==> config.mk <==
export PLATFORM = sky130hd
export DESIGN_NAME = alu_wb_seq
export DESIGN_NICKNAME = d
export VERILOG_FILES = /design/src/rtl/alu_wb_seq.sv
export SDC_FILE = /design/constraint.sdc
export NUM_CORES = 1
export LEC_CHECK = 0
export BUFFER_PORTS_ARGS = -buffer_cell sky130_fd_sc_hd__buf_4
export CAP_MARGIN = 0
export CORE_MARGIN = 2
export CORE_UTILIZATION = 35
export DETAILED_ROUTE_END_ITERATION = 7
export SLEW_MARGIN = 15
export SYNTH_ARGS = -nofsm -noshare
export SYNTH_HDL_FRONTEND = slang
export SYNTH_SLANG_ARGS = --single-unit
export TNS_END_PERCENT = 30
==> constraint.sdc <==
create_clock -name clk -period 2.62 [get_ports clk]
set_input_delay 0.131 -clock clk [delete_from_list [all_inputs] [get_ports clk]]
set_output_delay 0.131 -clock clk [all_outputs]
set_load 0.03 [all_outputs]
==> src/rtl/alu_wb_seq.sv <==
// -----------------------------------------------------------------------------
// alu_wb_seq
//   Multi-cycle ALU / write-back sequencer for the 8x16 register-file datapath.
//   One operation takes five cycles: read operand A through the shared 8:1 read
//   mux, read operand B, execute, write back, then a one-cycle done pulse that
//   coincides with IDLE (a new start is accepted in that same cycle).
//
// Ports
//   clk      in   1      clock, all state updates on posedge
//   reset    in   1      asynchronous, active-low clear of all state
//   start    in   1      request, sampled only in IDLE
//   op       in   3      operation code, latched on accepted start
//   rs_a     in   SELW   source register A, latched on accepted start
//   rs_b     in   SELW   source register B, latched on accepted start
//   rd       in   SELW   destination register, latched on accepted start
//   rd_sel   out  SELW   read-mux select
//   rd_data  in   WIDTH  read-mux output (combinational from the bank)
//   wr_data  out  WIDTH  write data to the register bank
//   wr_load  out  NREG   one-hot bank load, non-zero only in WB
//   busy     out  1      high whenever the sequencer is not IDLE
//   done     out  1      one-cycle pulse after the write-back edge
//   carry    out  1      carry/borrow flag of the last executed op
//   zero     out  1      high when the last result was zero
// -----------------------------------------------------------------------------
module alu_wb_seq #(
  parameter int WIDTH = 16,
  parameter int NREG  = 8,
  parameter int SELW  = 3
) (
  input  logic             clk,
  input  logic             reset,
  input  logic             start,
  input  logic [2:0]       op,
  input  logic [SELW-1:0]  rs_a,
  input  logic [SELW-1:0]  rs_b,
  input  logic [SELW-1:0]  rd,
  output logic [SELW-1:0]  rd_sel,
  input  logic [WIDTH-1:0] rd_data,
  output logic [WIDTH-1:0] wr_data,
  output logic [NREG-1:0]  wr_load,
  output logic             busy,
  output logic             done,
  output logic             carry,
  output logic             zero
);

  typedef enum logic [2:0] {
    IDLE = 3'd0,
    RDA  = 3'd1,
    RDB  = 3'd2,
    EXE  = 3'd3,
    WB   = 3'd4
  } state_t;

  localparam logic [2:0] OP_ADD = 3'b000;
  localparam logic [2:0] OP_SUB = 3'b001;
  localparam logic [2:0] OP_AND = 3'b010;
  localparam logic [2:0] OP_OR  = 3'b011;
  localparam logic [2:0] OP_XOR = 3'b100;
  localparam logic [2:0] OP_NOT = 3'b101;
  localparam logic [2:0] OP_SHL = 3'b110;
  localparam logic [2:0] OP_SHR = 3'b111;

  state_t state, state_nxt;

  logic [2:0]       op_p0;
  logic [SELW-1:0]  rs_a_p0;
  logic [SELW-1:0]  rs_b_p0;
  logic [SELW-1:0]  rd_p0;
  logic [WIDTH-1:0] opa_p1;
  logic [WIDTH-1:0] opb_p2;
  logic [WIDTH-1:0] res_p3;
  logic             carry_p3;
  logic             zero_p3;
  logic             done_p4;
  logic [WIDTH:0]   alu_out;

  // Returns {carry, result}. All ops are unsigned and the result is
  // truncated to WIDTH bits; the extra MSB carries the flag.
  function automatic logic [WIDTH:0] alu_calc(input logic [2:0]       f,
                                              input logic [WIDTH-1:0] a,
                                              input logic [WIDTH-1:0] b);
    logic [WIDTH:0] r;
    r = '0;
    case (f)
      OP_ADD:  r = {1'b0, a} + {1'b0, b};
      OP_SUB:  r = {(a < b), a - b};
      OP_AND:  r = {1'b0, a & b};
      OP_OR:   r = {1'b0, a | b};
      OP_XOR:  r = {1'b0, a ^ b};
      OP_NOT:  r = {1'b0, ~a};
      OP_SHL:  r = {a, 1'b0};
      OP_SHR:  r = {a[0], 1'b0, a[WIDTH-1:1]};
      default: r = '0;
    endcase
    return r;
  endfunction

  assign alu_out = alu_calc(op_p0, opa_p1, opb_p2);

  // ---------------------------------------------------------------------------
  // Sequencer state register
  // ---------------------------------------------------------------------------
  always_ff @(posedge clk or negedge reset) begin
    if (!reset) begin
      state <= IDLE;
    end else begin
      state <= state_nxt;
    end
  end

  // Next state plus the mux select and load vector. Both outputs decode from
  // the state register alone, so an asynchronous reset forces them to zero
  // immediately and a write in progress is dropped before its edge.
  always_comb begin
    state_nxt = state;
    rd_sel    = '0;
    wr_load   = '0;
    case (state)
      IDLE: begin
        if (start) begin
          state_nxt = RDA;
        end
      end
      RDA: begin
        rd_sel    = rs_a_p0;
        state_nxt = RDB;
      end
      RDB: begin
        rd_sel    = rs_b_p0;
        state_nxt = EXE;
      end
      EXE: begin
        state_nxt = WB;
      end
      WB: begin
        wr_load[rd_p0] = 1'b1;
        state_nxt      = IDLE;
      end
      default: begin
        state_nxt = IDLE;
      end
    endcase
  end

  // ---------------------------------------------------------------------------
  // p0: command capture on an accepted start
  // ---------------------------------------------------------------------------
  always_ff @(posedge clk or negedge reset) begin
    if (!reset) begin
      op_p0   <= '0;
      rs_a_p0 <= '0;
      rs_b_p0 <= '0;
      rd_p0   <= '0;
    end else if (state == IDLE && start) begin
      op_p0   <= op;
      rs_a_p0 <= rs_a;
      rs_b_p0 <= rs_b;
      rd_p0   <= rd;
    end
  end

  // ---------------------------------------------------------------------------
  // p1/p2: operand capture from the read mux
  // ---------------------------------------------------------------------------
  always_ff @(posedge clk or negedge reset) begin
    if (!reset) begin
      opa_p1 <= '0;
      opb_p2 <= '0;
    end else begin
      if (state == RDA) begin
        opa_p1 <= rd_data;
      end
      if (state == RDB) begin
        opb_p2 <= rd_data;
      end
    end
  end

  // ---------------------------------------------------------------------------
  // p3: execute; result and flags register only here and hold otherwise
  // ---------------------------------------------------------------------------
  always_ff @(posedge clk or negedge reset) begin
    if (!reset) begin
      res_p3   <= '0;
      carry_p3 <= 1'b0;
      zero_p3  <= 1'b0;
    end else if (state == EXE) begin
      res_p3   <= alu_out[WIDTH-1:0];
      carry_p3 <= alu_out[WIDTH];
      zero_p3  <= (alu_out[WIDTH-1:0] == '0);
    end
  end

  // ---------------------------------------------------------------------------
  // p4: completion pulse in the cycle after write-back
  // ---------------------------------------------------------------------------
  always_ff @(posedge clk or negedge reset) begin
    if (!reset) begin
      done_p4 <= 1'b0;
    end else begin
      done_p4 <= (state == WB);
    end
  end

  // The result register only changes on the EXE->WB edge, so it already
  // presents the current result in WB and holds the last one elsewhere.
  assign wr_data = res_p3;
  assign busy    = (state != IDLE);
  assign done    = done_p4;
  assign carry   = carry_p3;
  assign zero    = zero_p3;

endmodule

==> qor.csv <==
stage;metric;value;unit
layout;multi_input_area;0.003821;mm^2
run;drv_cap;0;
global_route;grt_max_degree;67;
drt;wl_per_cell;17.41;um
clock_network;cts.htree.levels;3;
worst_setup_path;critPathRequiredTime;2.84;ns
worst_setup_path;worst_setup_path_start_kind;register;
layout;final_cell_mix;buf_4 (231), nand2_1 (80), dfrtp_1 (66);
floorplan;ios;62;
timing;post-route-period-util;1.090;
worst_setup_path;reg2reg_from;opb_p2[0];
placed_design;gp_congestion;1.008;
timing;fmax;0.3503;GHz
timing;slew-limit-headroom;0.4369;
floorplan;fp.dieW;128.9;um
timing;hold_viol_final;0;
clock_network;worstSkewPairLatency;0.34;ns
timing;fin_worst_skew;0.007414;ns
global_route;grt_pass1_wl;30080;um
drt;wl_met3;529;um
clock_network;clkTransAtPathRegs;0.06;ns
floorplan;start_util;0.3593;
timing;setup_viol;5;
layout;antenna_cells;0;
drt;vias;5649;
drt;dr_wl_met2;8804;um
drt;dr.first_iter.drc_count;323;
logic_synthesis;async_reset_ff_frac;1.000;
logic_synthesis;yosysSeqAreaShare;0.3024;
global_route;grt_pass1_vias;5770;
drt;ant_nets;0;
worst_setup_path;worstSetupPathType;register to register;
logic_synthesis;synth_cells;647;
floorplan;rows;45;
min_path;hold_class;primary input to register;
timing;worst_slack;-0.2345;ns
timing;period_minus_slack;2.855;ns
clock_network;clockBufferDepth;2;
global_route;antenna_found_initial;0;
timing;final_max_slew_viol_count;0;
floorplan;fp.dieH;128.9;um
logic_synthesis;synth_nets;728;
worst_setup_path;worstSetupEndpointType;register;
logic_synthesis;netlist.area_leader.share;0.3024;
drt;drt_wl_total;18640;um
layout;fillers;1417;
clock_network;cts_buffers;9;
outcome;violations;negative setup slack;
logic_synthesis;synth-edff-count;0;
placed_design;place_inst;1027;
logic_synthesis;syn-cell-area;0.005461;mm^2
layout;mostFrequentLayoutCell;buf_4;
outcome;outcome;finished, violations left;
global_route;grt_overflow;0;
layout;seqCellArea;0.001652;mm^2
worst_setup_path;arrival;3.07;ns
worst_setup_path;cp_max_fo;3;
logic_synthesis;netlist_top_cells_area;dfrtp_1 (30%), ha_1 (11%), o21ai_0 (6.5%), nand2_1 (5.6%), inv_1 (3.4%);
placed_design;portBuffers;61;
worst_setup_path;crit_path_start;opb_p2[0];
placed_design;dpl_cell_area;0.007296;mm^2
drt;top_layer_used;met4;
logic_synthesis;yosys_register_bits;66;
timing;rsz0062_at_grt;yes;
clock_network;cts.sinks;66;
timing;worst_pin_slew;0.8446;ns
logic_synthesis;synth_cell_type_count;78;
layout;nets;959;
layout;fin_area;0.008242;mm^2
drt;post_drt_via_cell_ratio;5.275;
floorplan;die_area;0.01662;mm^2
min_path;min-delay-start;op[1];
drt;firstDrtPassIters;5;
logic_synthesis;synth_largest_area_cell;dfrtp_1;
layout;syn2layout_area_growth;50.90;%
layout;fin_cells;1071;
timing;hold_ws;0.007818;ns
placed_design;hpwl;14390;um
drt;drc;0;
logic_synthesis;synth_ff_type;dfrtp_1;
floorplan;core;0.01520;mm^2
logic_synthesis;syn_area_per_cell;8.441;um^2
global_route;track_usage;0.2324;
drt;wl_met1;8620;um
logic_synthesis;ys_warn_count;0;
clock_network;root_buffer;clkbuf_16;
clock_network;cts_tree;yes;
layout;final_layout_size_suffix_gt1_frac;0.4020;
==> per-stage QoR <==
stage	worst slack (ns)	util	TNS, ns
2_1_floorplan	-0.004525	-	-0.004525
3_3_place_gp	-0.4220	0.4799	-1.486
3_5_place_dp	-0.4022	0.4799	-1.653
4_1_cts	-0.2291	0.5365	-0.7285
5_1_grt	-0.3614	0.5421	-1.707
6_report	-0.2345	0.5421	-0.7806
==> area by class of cell <==
cell class	instances	area share
multi-input cells	494	0.4636
clock inverters	6	0.01078
clock buffers	10	0.02778
inverters	52	0.02399
flip-flops and latches	66	0.2004
well taps	188	0.02854
repair buffers	255	0.2449
==> repair_timing <==
item                                    in CTS  in global routing
endpoints found under the hold margin       84                  0
setup buffers                               11                  5
endpoints found under the setup margin      10                 11
pin swaps                                   16                 23
hold buffers                                17                  0
resized for setup                           54                 32
==> cell families (layout without fill, tap and decap cells) <==
logic type      count (synthesis)  in the layout  synth area share
xor+xnor                       11             11           0.01764
fa+ha+maj                      50             50            0.1173
simple gates                  204            204            0.1803
compound gates                201            201            0.2454
mux                            28             28           0.06781
flops                          66             66            0.3024
buf+inv                        87            323           0.06919
==> critical path: stages (launching register included) <==
cell and delay [ns]:
dfrtp_1 0.41, ha_2 0.21, inv_2 0.04, fa_2 0.36
nor2b_4 0.15, o2111ai_4 0.16, a311oi_2 0.26, o22ai_1 0.12
xor2_1 0.17, mux4_2 0.49, and2_1 0.16, nand4_1 0.12
o31ai_2 0.07
==> path summary, 6_finish.rpt <==
check | depth (start not counted) | to | slack, ns
hold reg to reg | 2 | wr_data[3] | 0.47
hold / removal | 3 | op_p0[1] | 0.008
min in group asynchronous | 2 | opb_p2[9] | 0.43
setup reg to reg | 12 | zero | -0.23
setup / recovery | 12 | zero | -0.23
max in group asynchronous | 2 | opb_p2[4] | 1.62
==> cells in the mapped netlist, types with 4 or more instances <==
master    count
mux4_2        6
dfrtp_1      66
inv_1        49
a22o_1        5
nor4_1        4
o21ai_1       4
ha_1         48
o21ai_0      71
and2_1        5
a21o_1        8
xnor2_1       9
buf_6         4
buf_2        12
a211oi_1     19
nor2b_1       9
nor3b_1       5
nand4_1       4
o211ai_1      8
nand2b_1     11
mux2i_1      10
a21oi_1      34
clkbuf_1     16
nand2_1      81
nand3_1       9
mux2_2       12
o22ai_1       6
nor2_1       41
or3_1         4
nor3_1       13
==> layer usage <==
layer / vias to the layer above / GRT usage
met3: 39 / 0.03493
met5: - / 0
met1: 2727 / 0.3044
met2: 116 / 0.3828
li1: 2767 / -
met4: 0 / 0.09910
==> flip-flops by register name, summed over array words and instances (netlist names), 3 cells and up <==
register and cells:
state 3, op_p0 3, opb_p2 16, rs_a_p0 3, opa_p1 16, rd_p0 3
rs_b_p0 3, wr_data 16
Power is left out: the tool's default activity adds up to more than one toggle a clock period on the data nets, which glitch-free logic cannot reach.
